### src/rtl/ser_tx.sv
// rtl/ser_tx.sv - parallel-to-serial transmitter with one-word holding buffer and underflow flag
module ser_tx #(
    parameter int WIDTH     = 16,
    parameter bit MSB_FIRST = 1'b1,
    parameter bit IDLE_VAL  = 1'b0
) (
    input  logic             CP,
    input  logic             RN,
    input  logic [WIDTH-1:0] DIN,
    input  logic             DIN_VALID,
    output logic             DIN_READY,
    input  logic             STREAM,
    input  logic             CLR_UF,
    output logic             Q,
    output logic             Q_VALID,
    output logic             SOF,
    output logic             UNDERFLOW
);

    localparam int CW = $clog2(WIDTH);
    localparam logic [CW-1:0] LAST = CW'(WIDTH - 1);

    typedef enum logic {
        ST_IDLE  = 1'b0,
        ST_SHIFT = 1'b1
    } state_t;

    state_t           state_q, state_d;
    logic [CW-1:0]    cnt_q, cnt_d;
    logic [WIDTH-1:0] shift_q, shift_d;
    logic [WIDTH-1:0] buf_q, buf_d;
    logic             full_q, full_d;
    logic             q_q, q_d;
    logic             qv_q, qv_d;
    logic             sof_q, sof_d;
    logic             uf_q, uf_d;

    logic             xfer;
    logic             load_pt;
    logic             have_src;
    logic             bypass;
    logic             uf_set;
    logic [WIDTH-1:0] src;

    // The shifter always keeps the next bit to send at its head position.
    function automatic logic head_bit(input logic [WIDTH-1:0] w);
        return MSB_FIRST ? w[WIDTH-1] : w[0];
    endfunction

    function automatic logic [WIDTH-1:0] advance(input logic [WIDTH-1:0] w);
        return MSB_FIRST ? (w << 1) : (w >> 1);
    endfunction

    assign DIN_READY = RN & ~full_q;
    assign xfer      = DIN_VALID & DIN_READY;
    assign load_pt   = (state_q == ST_IDLE) || (cnt_q == LAST);

    always_comb begin
        state_d  = state_q;
        cnt_d    = cnt_q;
        shift_d  = shift_q;
        buf_d    = buf_q;
        full_d   = full_q;
        q_d      = q_q;
        qv_d     = qv_q;
        sof_d    = sof_q;
        src      = '0;
        have_src = 1'b0;
        bypass   = 1'b0;
        uf_set   = 1'b0;

        if (load_pt) begin
            if (full_q) begin
                src      = buf_q;
                have_src = 1'b1;
                full_d   = 1'b0;
            end else if (xfer) begin
                src      = DIN;
                have_src = 1'b1;
                bypass   = 1'b1;
            end
        end

        if (xfer && !bypass) begin
            buf_d  = DIN;
            full_d = 1'b1;
        end

        if (load_pt) begin
            cnt_d = '0;
            if (have_src) begin
                state_d = ST_SHIFT;
                q_d     = head_bit(src);
                shift_d = advance(src);
                qv_d    = 1'b1;
                sof_d   = 1'b1;
            end else begin
                state_d = ST_IDLE;
                q_d     = IDLE_VAL;
                qv_d    = 1'b0;
                sof_d   = 1'b0;
                uf_set  = (state_q == ST_SHIFT) && STREAM;
            end
        end else begin
            cnt_d   = cnt_q + 1'b1;
            q_d     = head_bit(shift_q);
            shift_d = advance(shift_q);
            qv_d    = 1'b1;
            sof_d   = 1'b0;
        end

        // A new underflow takes priority over a coincident clear.
        uf_d = uf_set | (uf_q & ~CLR_UF);
    end

    always_ff @(posedge CP) begin
        if (!RN) begin
            state_q <= ST_IDLE;
            cnt_q   <= '0;
            shift_q <= '0;
            buf_q   <= '0;
            full_q  <= 1'b0;
            q_q     <= IDLE_VAL;
            qv_q    <= 1'b0;
            sof_q   <= 1'b0;
            uf_q    <= 1'b0;
        end else begin
            state_q <= state_d;
            cnt_q   <= cnt_d;
            shift_q <= shift_d;
            buf_q   <= buf_d;
            full_q  <= full_d;
            q_q     <= q_d;
            qv_q    <= qv_d;
            sof_q   <= sof_d;
            uf_q    <= uf_d;
        end
    end

    assign Q         = q_q;
    assign Q_VALID   = qv_q;
    assign SOF       = sof_q;
    assign UNDERFLOW = uf_q;

endmodule

### config.mk
export PLATFORM = sky130hd
export DESIGN_NAME = ser_tx
export DESIGN_NICKNAME = d
export VERILOG_FILES = /design/src/rtl/ser_tx.sv
export SDC_FILE = /design/constraint.sdc
export NUM_CORES = 1
export LEC_CHECK = 0
export CAP_MARGIN = 20
export CORE_MARGIN = 8
export CORE_UTILIZATION = 30
export DETAILED_ROUTE_END_ITERATION = 8
export MAX_ROUTING_LAYER = met4
export PLACE_DENSITY = 0.5
export SLEW_MARGIN = 5
export SYNTH_ARGS = -nofsm -noshare
export SYNTH_HDL_FRONTEND = slang
export SYNTH_SLANG_ARGS = --single-unit
### constraint.sdc
create_clock -name CP -period 4.8 [get_ports CP]
set_clock_uncertainty 0.1 [all_clocks]
set_input_delay 1.2 -clock CP [delete_from_list [all_inputs] [get_ports CP]]
set_output_delay 1.2 -clock CP [all_outputs]
set_load 0.01 [all_outputs]
After elaboration in Yosys (flattened, before gate mapping)

Index checks and enable logic that the tools add are counted.

Word-level logic and storage cells: 44
Register bits after elaboration: 41
Input bits: 21

Reductions and logical operators: 7
Eq/ne operators: 2
Bitwise gates (word level): 8
Muxes and demuxes: 17
$add $sub $neg: 1

Operator list:

| cell                                                   | count |
|---|---|
| two-way mux 16 bit                                     | 4 |
| two-way mux 1 bit                                      | 13 |
| adder 4 x 1 -> 4 bit (second input constant)           | 1 |
| == test 4 bit (second input constant)                  | 1 |
| inverter 1 bit                                         | 4 |
| bitwise AND 1 bit                                      | 3 |
| logical AND 1 bit                                      | 2 |
| inequality test 2 x 1 -> 1 bit (second input constant) | 1 |
| AND reduction 2 bit                                    | 1 |
| nonzero test 2 bit                                     | 1 |
| OR reduction 2 bit                                     | 1 |
| logical NOT 1 bit                                      | 1 |
| logical OR 1 bit                                       | 1 |
| OR 1 bit                                               | 1 |

Depth between registers and ports, before layout

Gate-level depths: netlist of run 1.

Depth after elaboration: 9
Gate-level depth with buffers: 6
Depth with buffers taken out: 4

Worst setup path before layout of run 1

No wires, ideal clock.

Kind: input to output
Start point: input RN
End point: output DIN_READY
Data required time: 3500 ps
Arrival: 1804 ps
Slack: 1696 ps
Stages: 4
Cell sequence: buf_2 -> inv_2 -> clkbuf_1 -> nor2_1

Longest elaborated chain between the ends: 1

RTL lines:

| element           | line | source |
|---|---|---|
| start, declared   | 8    | `input logic RN,` |
| bitwise AND 1 bit | 54   | `assign DIN_READY = RN & ~full_q;` |
| end, declared     | 11   | `output logic DIN_READY,` |

Every way passes these cells.

Worst setup path in the final report of run 1

Same ends and word-level chain as after synthesis.

==> results.txt, run 1 <==
Dividing the detail-routed via count by the number of cells gives between 5 and 6. The number of global-route vias before repair came out at roughly 1,700. The worst path in the final design needs a cycle of 3.732 ns, including I/O delays and setup. The required time of the critical path is roughly 3.5 ns. The library cell used most frequently in the layout, excluding fill and tap cells, is dfxtp_1. In the global route stage, overall resource usage came out at roughly an eighth. The final sum of negative setup slack is 0 ns. The count of unresolved DRC violations after routing came out at 0. The final number of max-transition violations is 0. The worst min-delay path class is register to register.

Along the worst path, the maximum fanout reaches 2. The vertical die dimension came out at between 90 and 100 µm. The worst setup path is captured at a primary output.

The total of endpoints with negative setup slack in the final report came out at 0. The number of clock sinks seen by CTS is 41. The highest cell delay on the worst timing path came out at 0.56 ns. The area growth from synthesis to final layout came out at 18.27%.

The power density over the cells came out at just over 300 nW/µm². The number of enable flip-flop cells after synthesis came out at 0. The count of buffers added by post-CTS timing repair for setup came out at 0. The fraction of registers with async set/reset came out at 0%. The reported leakage power came out at between 0.8 and 0.9 nW. The final instance count without filler cells came out at 307.

The number of buffers and inverters on the critical path is 3. The kind of cell with the highest combined delay along the critical path is buffers and inverters. The floorplan row count came out at 29. The cell count after placement came out at 300. By instance count, the cell type seen most on the critical path is clkdlybuf4s50_1. The total overflow left after global routing is 0.

The routed layout has 1,721 vias. The clock-pin slew reported for the worst setup and hold paths after clock tree synthesis is around 0.080 ns. Buffers inserted to repair hold after CTS numbered 0.

The number of distinct library cells after synthesis came out at 32. The run finished with clean final reports. The largest net degree at the start of global routing came out at 49. The routability-driven placement congestion ratio came out at 0.7120. The critical path goes through clkdlybuf4s50_1 -> inv_2 -> nor2_1 -> clkdlybuf4s50_1. During synthesis, Yosys emitted a total of 0 warnings.

The HPWL after detailed placement is 3.169 mm. The number of instances in the synthesized netlist is 218. The routed length on met1 came out at around 2.5 mm.

The share of post-route cells with drive strength above 1 came out at between 10% and 20%. The overall routed net length came out at ~5.4 mm. The count of nets after finishing is approximately 250. Wire segments on met3 add up to roughly 260 µm in the final route. The achievable clock frequency came out at roughly 270 MHz. The final total power is 0.6931 mW.

The number of clock buffers added by TritonCTS is 5. The final worst setup slack came out at ~1.1 ns. The data arrival time at the worst-slack endpoint came out at 2.43 ns. In this run the mean area of a mapped cell was slightly below 9 µm². The element type at the critical path start is a primary input. The cell area after technology mapping is about 1900 µm². The clock latency reported for the late side of the worst-skew pair is around 0.3 ns. Setup repair after global routing left no endpoint under its margin.

The first TritonRoute pass finished after 4 iterations. The horizontal die dimension came out at between 90 and 100 µm. IR analysis of the VDD net gives a maximum drop of approximately 170 µV. The register bit count reported by yosys is 41. The effective utilization at floorplan came out at a little under a third. In the synthesized netlist the dominant register cell turns out to be dfxtp_1. The number of antenna diodes in the final layout is 0.

The worst-margin pin slew came out at ~0.90 ns. The routed length on met2 came out at 2.468 mm. The number of nets in the synthesized netlist is between 200 and 250. The cell sitting at the root of the clock tree is a clkbuf_8. The H-tree depth is 2. The wire length of the first global-routing pass came out at roughly 8.7 mm. TritonCTS built the clock tree. The number of buffers on the longest clock path came out at 2. The die outline area came out at between 9000 and 10,000 µm².

The area of the core came out at around 6200 µm². The number of DRC markers after the initial detailed-route iteration is 195. Timing analysis after detailed placement gives a worst setup slack of 1.051 ns. 26 I/O pins were placed. The initial antenna violation count is 0.

In the layout the commonest cells are dfxtp_1, clkdlybuf4s50_1, a21oi_1. The max-cap check violation count is 0. The number of gates resized after CTS was 0. The number of hold violations in the final report came out at 0.

The top layer reached by signal wires is met4. The post-route clock period utilization is 77.76%. The routed wire length per instance is 17.44 µm. During placement, the flow inserted port buffers numbering 25. For this run, the register share of the synthesized area comes to between 40% and 50%.

By startpoint and endpoint, the worst setup path is classified as primary input to primary output. The standard cell with the maximum stage delay on the critical path is clkdlybuf4s50_1. The residual antenna-violating net count after detailed routing came out at 0.

The relative max-transition margin came out at 39.75%.
==> stage by stage <==
| step | hold WS (ns) | util, % | area (µm²) |
|---|---|---|---|
| 6_report | 0.3500 | 35.95 | 2243 |
| 3_5_place_dp | 0.3461 | 34.56 | 2157 |
| 4_1_cts | 0.3572 | 35.95 | 2243 |
| 3_3_place_gp | 0.3347 | 34.56 | 2157 |
| 5_1_grt | 0.3810 | 35.95 | 2243 |
| 2_1_floorplan | 0.3179 | - | 1897 |
==> flip-flops by register name, indices dropped and copies added (netlist names) <==
register and cells:
shift_q 15, Q_VALID 1, SOF 1, Q 1
full_q 1, buf_q 16, UNDERFLOW 1, cnt_q 4
state_q 1
==> synthesized netlist by cell type (2+ instances only) <==
master,n,area [µm²]
a211oi_1,14,105.1
a21oi_1,19,95.09
and3_1,17,106.4
buf_2,9,45.04
buf_6,2,22.52
clkbuf_1,12,45.04
dfxtp_1,41,820.8
inv_2,2,7.510
nand2_1,2,7.510
nand3_1,18,90.09
nand4_1,15,93.84
nor2_1,6,22.52
o21ai_0,14,70.07
o21ai_1,16,80.08
o31ai_1,6,45.04
o31ai_2,8,100.1
xor2_1,2,17.52
==> worst reg2reg max path: stages, from the launching register on <==
cell	delay, ns
dfxtp_1	0.85
nand4b_1	0.57
buf_4	0.36
o21ai_1	0.13
a21oi_1	0.08
==> power breakdown <==
part / switching, mW / internal, mW / total (mW)
combinational: 0.0497 / 0.0419 / 0.0916
sequential: 0.0117 / 0.356 / 0.368
clock: 0.120 / 0.114 / 0.234
==> metal layers <==
metal / track usage (%) / vias up
li1: - / 841
met1: 16.35 / 828
met2: 18.30 / 44
met3: 2.362 / 8
met4: 5.506 / 0
met5: - / -
==> path summary, 6_finish.rpt <==
check                           slack [ns]      from  cells past startpoint         to
worst max-delay path                  1.07        RN                      4  DIN_READY
worst min-delay path                  0.35  cnt_q[0]                      1   cnt_q[0]
worst max register to register        2.59   state_q                      4   buf_q[3]
worst min register to register        0.35  cnt_q[0]                      1   cnt_q[0]
==> area by class of cell <==
type                       count  area (µm²)
fill                         666        3998
multi-input combinational    149       940.9
sequential                    41       820.8
timing repair buffer          30       287.8
tap                           77       96.34
clock buffer                   7       86.33
inverter                       3       11.26
==> cell families after synthesis <==
logic type	Yosys count	share of synthesized area [%]
multiplexers	1	0.5277
buffers and inverters	28	7.124
flip-flops	41	43.27
adder cells (fa/ha/maj)	1	0.6595
XOR/XNOR	2	0.9237
AND/OR/NAND/NOR	65	19.66
AO/OA/AOI/OAI	80	27.84
Note: power is estimated with default switching activity, not from simulation.
==> inputs of run 2 (changes only) <==
Settings changed: PLACE_DENSITY 0.5 to 0.52.
Clock period 4.8 ns to 3.2 ns, I/O delays scaled along.
==> results.txt, run 2 (synthesized netlist as in run 1, its figures left out) <==
The aggregate global-route resource usage came to 12.67% (was 12.51%). The number of hold violations in the final report is 0 (unchanged). The number of DRC markers after the initial detailed-route iteration is 202 (was 195).

The share of the core filled with cells came out at 36.85% (was 35.95%). The highest cell delay on the worst timing path is 0.56 ns (about the same). The switching share of power was 26.99% (was 26.12%). The clock latency reported for the late side of the worst-skew pair is 0.29 ns (was 0.30 ns).

The flip-flop count of the largest register after layout came to 16 (unchanged). RSZ-0062 raised after global routing: false (unchanged). The power share of the clock group is 32.6% (was 33.7%).

The final sum of negative setup slack is 0 ns (unchanged). The total congestion overflow after global routing is 0 (unchanged). The vertical die dimension came to 95.52 µm (unchanged).

The critical path buffer and inverter count is 3 (unchanged). The worst min-delay path class is register to register (unchanged). The global routing met3 resource utilization was 2.047% (was 2.362%). The total of endpoints with negative setup slack in the final report came out at 0 (unchanged). The number of filler instances in the final layout came out at 678 (was 666). The count of unresolved DRC violations after routing came out at 0 (unchanged). The detail-routed via count per cell is 5.535 (was 5.606). The CTS tree is yes (unchanged).

The total area of multi-input combinational cells came out at 940.9 µm² (unchanged). The required time of the critical path is 2.30 ns (was 3.50 ns). The largest net degree at the start of global routing came out at 49 (unchanged). The time the final worst path needs with I/O delays and setup is a little under 3 ns.

The number of I/O pins came out at 26 (unchanged). The count of nets after finishing came to 260 (was 252). The most used cell along the critical path is clkdlybuf4s50_1 (unchanged). The die outline area came out at 9123 µm² (unchanged). The area growth from synthesis to final layout came out at 21.24% (was 18.27%). The number of global-route vias before repair is 1,702 (was 1,683).

The HPWL after detailed placement came to 3.510 mm (was 3.169 mm). The standard cell with the maximum stage delay on the critical path is clkdlybuf4s50_1 (unchanged). The worst hold margin came out at 0.3750 ns (was 0.3500 ns). The largest register by flop count is buf_q (unchanged). The met1 track demand over resource in global routing came to 16.14% (was 16.35%). The overall routed net length came out at 5.378 mm (was 5.355 mm). The power density over the cells was 449.4 nW/µm² (was 308.9 nW/µm²). The total iterations of the first detailed-routing run is 4 (unchanged).

The overall via count from detail_route is 1,749 (was 1,721). Most frequent cells in the layout: dfxtp_1, clkdlybuf4s50_1, a21oi_1 (unchanged). The post-route clock period utilization came out at 92.12%. The max-cap check violation count is 0 (unchanged).

The count of hold buffers inserted by post-cts repair came out at 0 (unchanged). The maximum VDD drop is 199.4 µV (was 165.6 µV). The met2 track demand over resource in global routing came out at 19.56% (was 18.30%). Run status: finished clean (unchanged). The family with the most delay on the worst path was buffers and inverters (unchanged). Largest registers: buf_q x16, shift_q x15, cnt_q x4 (unchanged). The relative max-transition margin came out at 47.11% (was 39.75%). Crit-path cells: clkdlybuf4s50_1 -> inv_2 -> nor2_1 -> clkdlybuf4s50_1 (unchanged). The leading cell type in the layout, fill and taps excluded was dfxtp_1 (unchanged). The area of the core came out at 6241 µm² (unchanged). The switching component of the power came out at 0.2790 mW (was 0.1810 mW). The number of buffers added by the clock tree synthesis step is 5 (unchanged).

The final number of max-transition violations is 0 (unchanged). The wire length of the first global-routing pass is 8.783 mm (was 8.680 mm). The share of post-route cells with drive strength above 1 came to 13.39% (was 10.00%). The type of the worst setup path was primary input to primary output (unchanged). The fraction of power consumed by combinational cells is 14.3% (was 13.2%). The clock-pin slew reported for the worst setup and hold paths after clock tree synthesis is 0.08 ns (about the same).

The effective utilization at floorplan came out at 30.39% (unchanged). The count of inserted antenna diode cells is 0 (unchanged). The number of clock sinks seen by CTS is 41 (unchanged).

The clock tree root driver cell is clkbuf_8 (unchanged). The routability-driven placement congestion ratio is 0.7650 (was 0.7120). The number of input and output port buffers inserted was 25 (unchanged). The horizontal die dimension came out at 95.52 µm (unchanged). The element type at the critical path start was a primary input (unchanged).

The total internal power came to 0.7546 mW (was 0.5121 mW). The worst-margin pin slew was 0.7934 ns (was 0.9037 ns). The combined flip-flop and latch cell area is 820.8 µm² (unchanged). The type of destination of the critical path was a primary output (unchanged). The number of instances resized during post-cts repair came out at 0 (unchanged). The achievable clock frequency is ~340 MHz. The number of buffers on the longest clock path came out at 2 (unchanged). The floorplan row count is 29 (unchanged). The initial antenna violation count is 0 (unchanged). The residual antenna-violating net count after detailed routing came out at 0 (unchanged). The count of buffers added by post-CTS timing repair for setup came out at 0 (unchanged). The maximum net fanout on the critical path is 2 (unchanged). The routed wire length per instance was 17.02 µm (was 17.44 µm). The H-tree depth was 2 (unchanged). The reported leakage power came out at 0.8399 nW (was 0.8006 nW). The power share of the sequential group came to 53.1% (was 53.0%). The data arrival time at the worst-slack endpoint came out at 2.05 ns (was 2.43 ns).

The layer with the highest usage was met2 (unchanged).
[run 2: cell types whose count changed in the layout (fill, tap and decap cells not counted), sizes merged]
cell / change
clkbuf: -1
buf: +8
clkinv: +2
[run 2: per-layer routing]
metal | vias to the layer above | routed length [µm]
li1 | 862 | -
met1 | 845 | 2587
met2 | 38 | 2526
met3 | 4 | 171
met4 | 0 | 93
met5 | - | 0
[run 2: final timing paths]
kind | startpoint | slack (ns) | end | cells past startpoint
min | UNDERFLOW | 0.38 | UNDERFLOW | 2
min reg2reg | UNDERFLOW | 0.38 | UNDERFLOW | 2
max reg2reg | cnt_q[0] | 1.11 | Q | 5
max | RN | 0.25 | DIN_READY | 4
[run 2: worst register-to-register path: cells and delay by family (launching register included)]
kind | cells | cell delay [ns]
flops | 1 | 0.37
simple gates | 1 | 0.32
buf+inv | 1 | 0.34
fa+ha+maj | 1 | 0.23
compound gates | 2 | 0.62
[run 2: area by class of cell]
cell class                      count  area share, %
Multi-Input combinational cell    149          40.91
Sequential cell                    41          35.69
Timing Repair Buffer               38          15.13
Tap cell                           77          4.189
Clock buffer                        6          3.156
Inverter                            3         0.4897
Clock inverter                      2         0.4353
[run 2: power groups by stage]
stage	combinational [mW]	sequential [mW]	clock, mW
final	0.147	0.549	0.337
after global routing	0.162	0.552	0.364
after CTS	0.148	0.549	0.344
after detailed placement	0.148	0.560	0
after global placement	0.147	0.561	0
after floorplan	0.0902	0.556	0
[run 2: metrics by stage]
stage               instance area [µm²]  cells  total power [mW]  setup WS, ns
finish                             2300    316             1.034        0.2523
global route                       2300    316             1.078        0.2400
CTS                                2300    316             1.041        0.2460
detailed placement                 2217    308            0.7079        0.2460
global placement                   2217    308            0.7078        0.2560
floorplan                          1897    218            0.6461        0.8956
==> inputs of run 3 (changes only) <==
Settings changed: PLACE_DENSITY 0.52 to 0.48.
==> results.txt, run 3 (synthesized netlist as in run 1, its figures left out) <==
The total iterations of the first detailed-routing run came out at 4 (unchanged). The relative max-transition margin is 47.84% (was 47.11%). The number of instances resized during post-cts repair came to 0 (unchanged). The switching share of power is 25.81% (was 26.99%).

The switching component of the power came to 0.2692 mW (was 0.2790 mW). The aggregate global-route resource usage is 12.77% (was 12.67%). The die outline area is 9123 µm² (unchanged). The total internal power came out at 0.7738 mW (was 0.7546 mW).

The CTS tree is yes (unchanged). The leading cell type in the layout, fill and taps excluded is dfxtp_1 (unchanged). The number of buffers on the longest clock path is 2 (unchanged). The HPWL after detailed placement is 3.467 mm (was 3.510 mm). The area of the core came to 6241 µm² (unchanged). The number of DRC markers after the initial detailed-route iteration is 87 (was 202). The time the final worst path needs with I/O delays and setup came out at 2.990 ns (was 2.948 ns). The count of inserted antenna diode cells is 0 (unchanged). The area growth from synthesis to final layout is 21.04% (was 21.24%). Run status: finished clean (unchanged). The number of I/O pins is 26 (unchanged). The worst-margin pin slew came out at 0.7824 ns (was 0.7934 ns). The H-tree depth is 2 (unchanged). The final sum of negative setup slack came out at 0 ns (unchanged). The largest net degree at the start of global routing is 49 (unchanged). The max-cap check violation count came to 0 (unchanged).

The count of nets after finishing is 259 (was 260). The effective utilization at floorplan is 30.39% (unchanged). The wire length of the first global-routing pass is 8.783 mm (unchanged). The detail-routed via count per cell is 5.462 (was 5.535). The count of buffers added by post-CTS timing repair for setup is 0 (unchanged). The type of destination of the critical path is a primary output (unchanged). The worst min-delay path class is register to register (unchanged). The routed wire length per instance is 17.47 µm (was 17.02 µm). The post-placement cell area is 2210 µm² (was 2217 µm²). The flip-flop count of the largest register after layout came out at 16 (unchanged). The reported leakage power came out at 0.8348 nW (was 0.8399 nW). The power density over the cells is 454.3 nW/µm² (was 449.4 nW/µm²).

The number of global-route vias before repair came to 1,589 (was 1,702). The number of buffers added by the clock tree synthesis step came out at 5 (unchanged). The post-route cell area is 2296 µm² (was 2300 µm²). The final number of max-transition violations came out at 0 (unchanged).

The data arrival time at the worst-slack endpoint came out at 2.09 ns (was 2.05 ns). RSZ-0062 raised after global routing: false (unchanged). Largest registers: buf_q x16, shift_q x15, cnt_q x4 (unchanged).

Most frequent cells in the layout: dfxtp_1, clkdlybuf4s50_1, a21oi_1 (unchanged). The routability-driven placement congestion ratio is 0.7542 (was 0.7650). The clock latency reported for the late side of the worst-skew pair came out at 0.29 ns (about the same). The number of filler instances in the final layout came out at 679 (was 678). The number of clock sinks seen by CTS came out at 41 (unchanged). The required time of the critical path came out at 2.30 ns (about the same). The largest register by flop count is buf_q (unchanged). The clock-pin slew reported for the worst setup and hold paths after clock tree synthesis came out at 0.07 ns (was 0.08 ns). The overall routed net length is 5.487 mm (was 5.378 mm).

The residual antenna-violating net count after detailed routing came out at 0 (unchanged). The overall via count from detail_route is 1,715 (was 1,749). The type of the worst setup path is primary input to primary output (unchanged). The count of hold buffers inserted by post-cts repair came out at 0 (unchanged). The vertical die dimension came out at 95.52 µm (unchanged). The total of endpoints with negative setup slack in the final report came to 0 (unchanged).

The maximum VDD drop came out at 263.8 µV (was 199.4 µV). The floorplan row count is 29 (unchanged). The post-route clock period utilization is 93.42% (was 92.12%). The initial antenna violation count is 0 (unchanged). The maximum net fanout on the critical path was 2 (unchanged).

The achievable clock frequency is 334.5 MHz (was 339.2 MHz). The count of unresolved DRC violations after routing is 0 (unchanged). The clock tree root driver cell was clkbuf_8 (unchanged).

The power share of the sequential group came out at 52.3% (was 53.1%). The share of post-route cells with drive strength above 1 is 12.66% (was 13.39%). The element type at the critical path start is a primary input (unchanged). The number of input and output port buffers inserted came out at 25 (unchanged). The total congestion overflow after global routing came to 0 (unchanged). The power share of the clock group was 33.2% (was 32.6%). The fraction of power consumed by combinational cells was 14.5% (was 14.3%). The number of hold violations in the final report came out at 0 (unchanged). The horizontal die dimension was 95.52 µm (unchanged).
-- run 3: metal layers --
metal	track usage, %	vias to the layer above	share of wire [%]
met1	17.72	820	49
li1	-	854	-
met5	-	-	0
met4	4.097	0	1.1
met2	18.35	37	46
met3	2.047	4	4.5
-- run 3: final cells by class --
class | count | area, µm² | share of cell area [%]
multi-input combinational | 149 | 940.9 | 40.98
timing repair buffer | 37 | 340.3 | 14.82
sequential | 41 | 820.8 | 35.75
clock buffer | 7 | 86.33 | 3.760
inverter | 3 | 11.26 | 0.4905
tap | 77 | 96.34 | 4.196
-- run 3: through the flow --
stage | util [%] | cells | setup WS (ns) | total power [mW] | hold WS [ns]
4_1_cts | 36.79 | 314 | 0.1754 | 1.056 | 0.3559
3_5_place_dp | 35.41 | 307 | 0.1767 | 0.7084 | 0.3405
3_3_place_gp | 35.41 | 307 | 0.1729 | 0.7083 | 0.3308
5_1_grt | 36.79 | 314 | 0.1684 | 1.089 | 0.3962
2_1_floorplan | - | 218 | 0.8956 | 0.6461 | 0.3179
6_report | 36.79 | 314 | 0.2105 | 1.043 | 0.3531
-- run 3: critical path, stage by stage --
cell and delay [ns]:
clkdlybuf4s50_1 0.50, inv_2 0.04, nor2_1 0.17, clkdlybuf4s50_1 0.58
-- run 3: final timing paths --
kind,slack (ns),cells after the start,start,end
worst max register to register,1.39,5,cnt_q[0],Q
worst min register to register,0.35,1,cnt_q[0],cnt_q[0]
worst max-delay path,0.21,4,RN,DIN_READY
worst min-delay path,0.35,1,cnt_q[0],cnt_q[0]
-- run 3: power groups by stage --
stage               Sequential, mW  Clock (mW)  Combinational [mW]
global placement             0.558           0               0.151
global route                 0.548       0.376               0.165
detailed placement           0.557           0               0.151
CTS                          0.545       0.359               0.152
finish                       0.545       0.347               0.151
floorplan                    0.556           0              0.0902
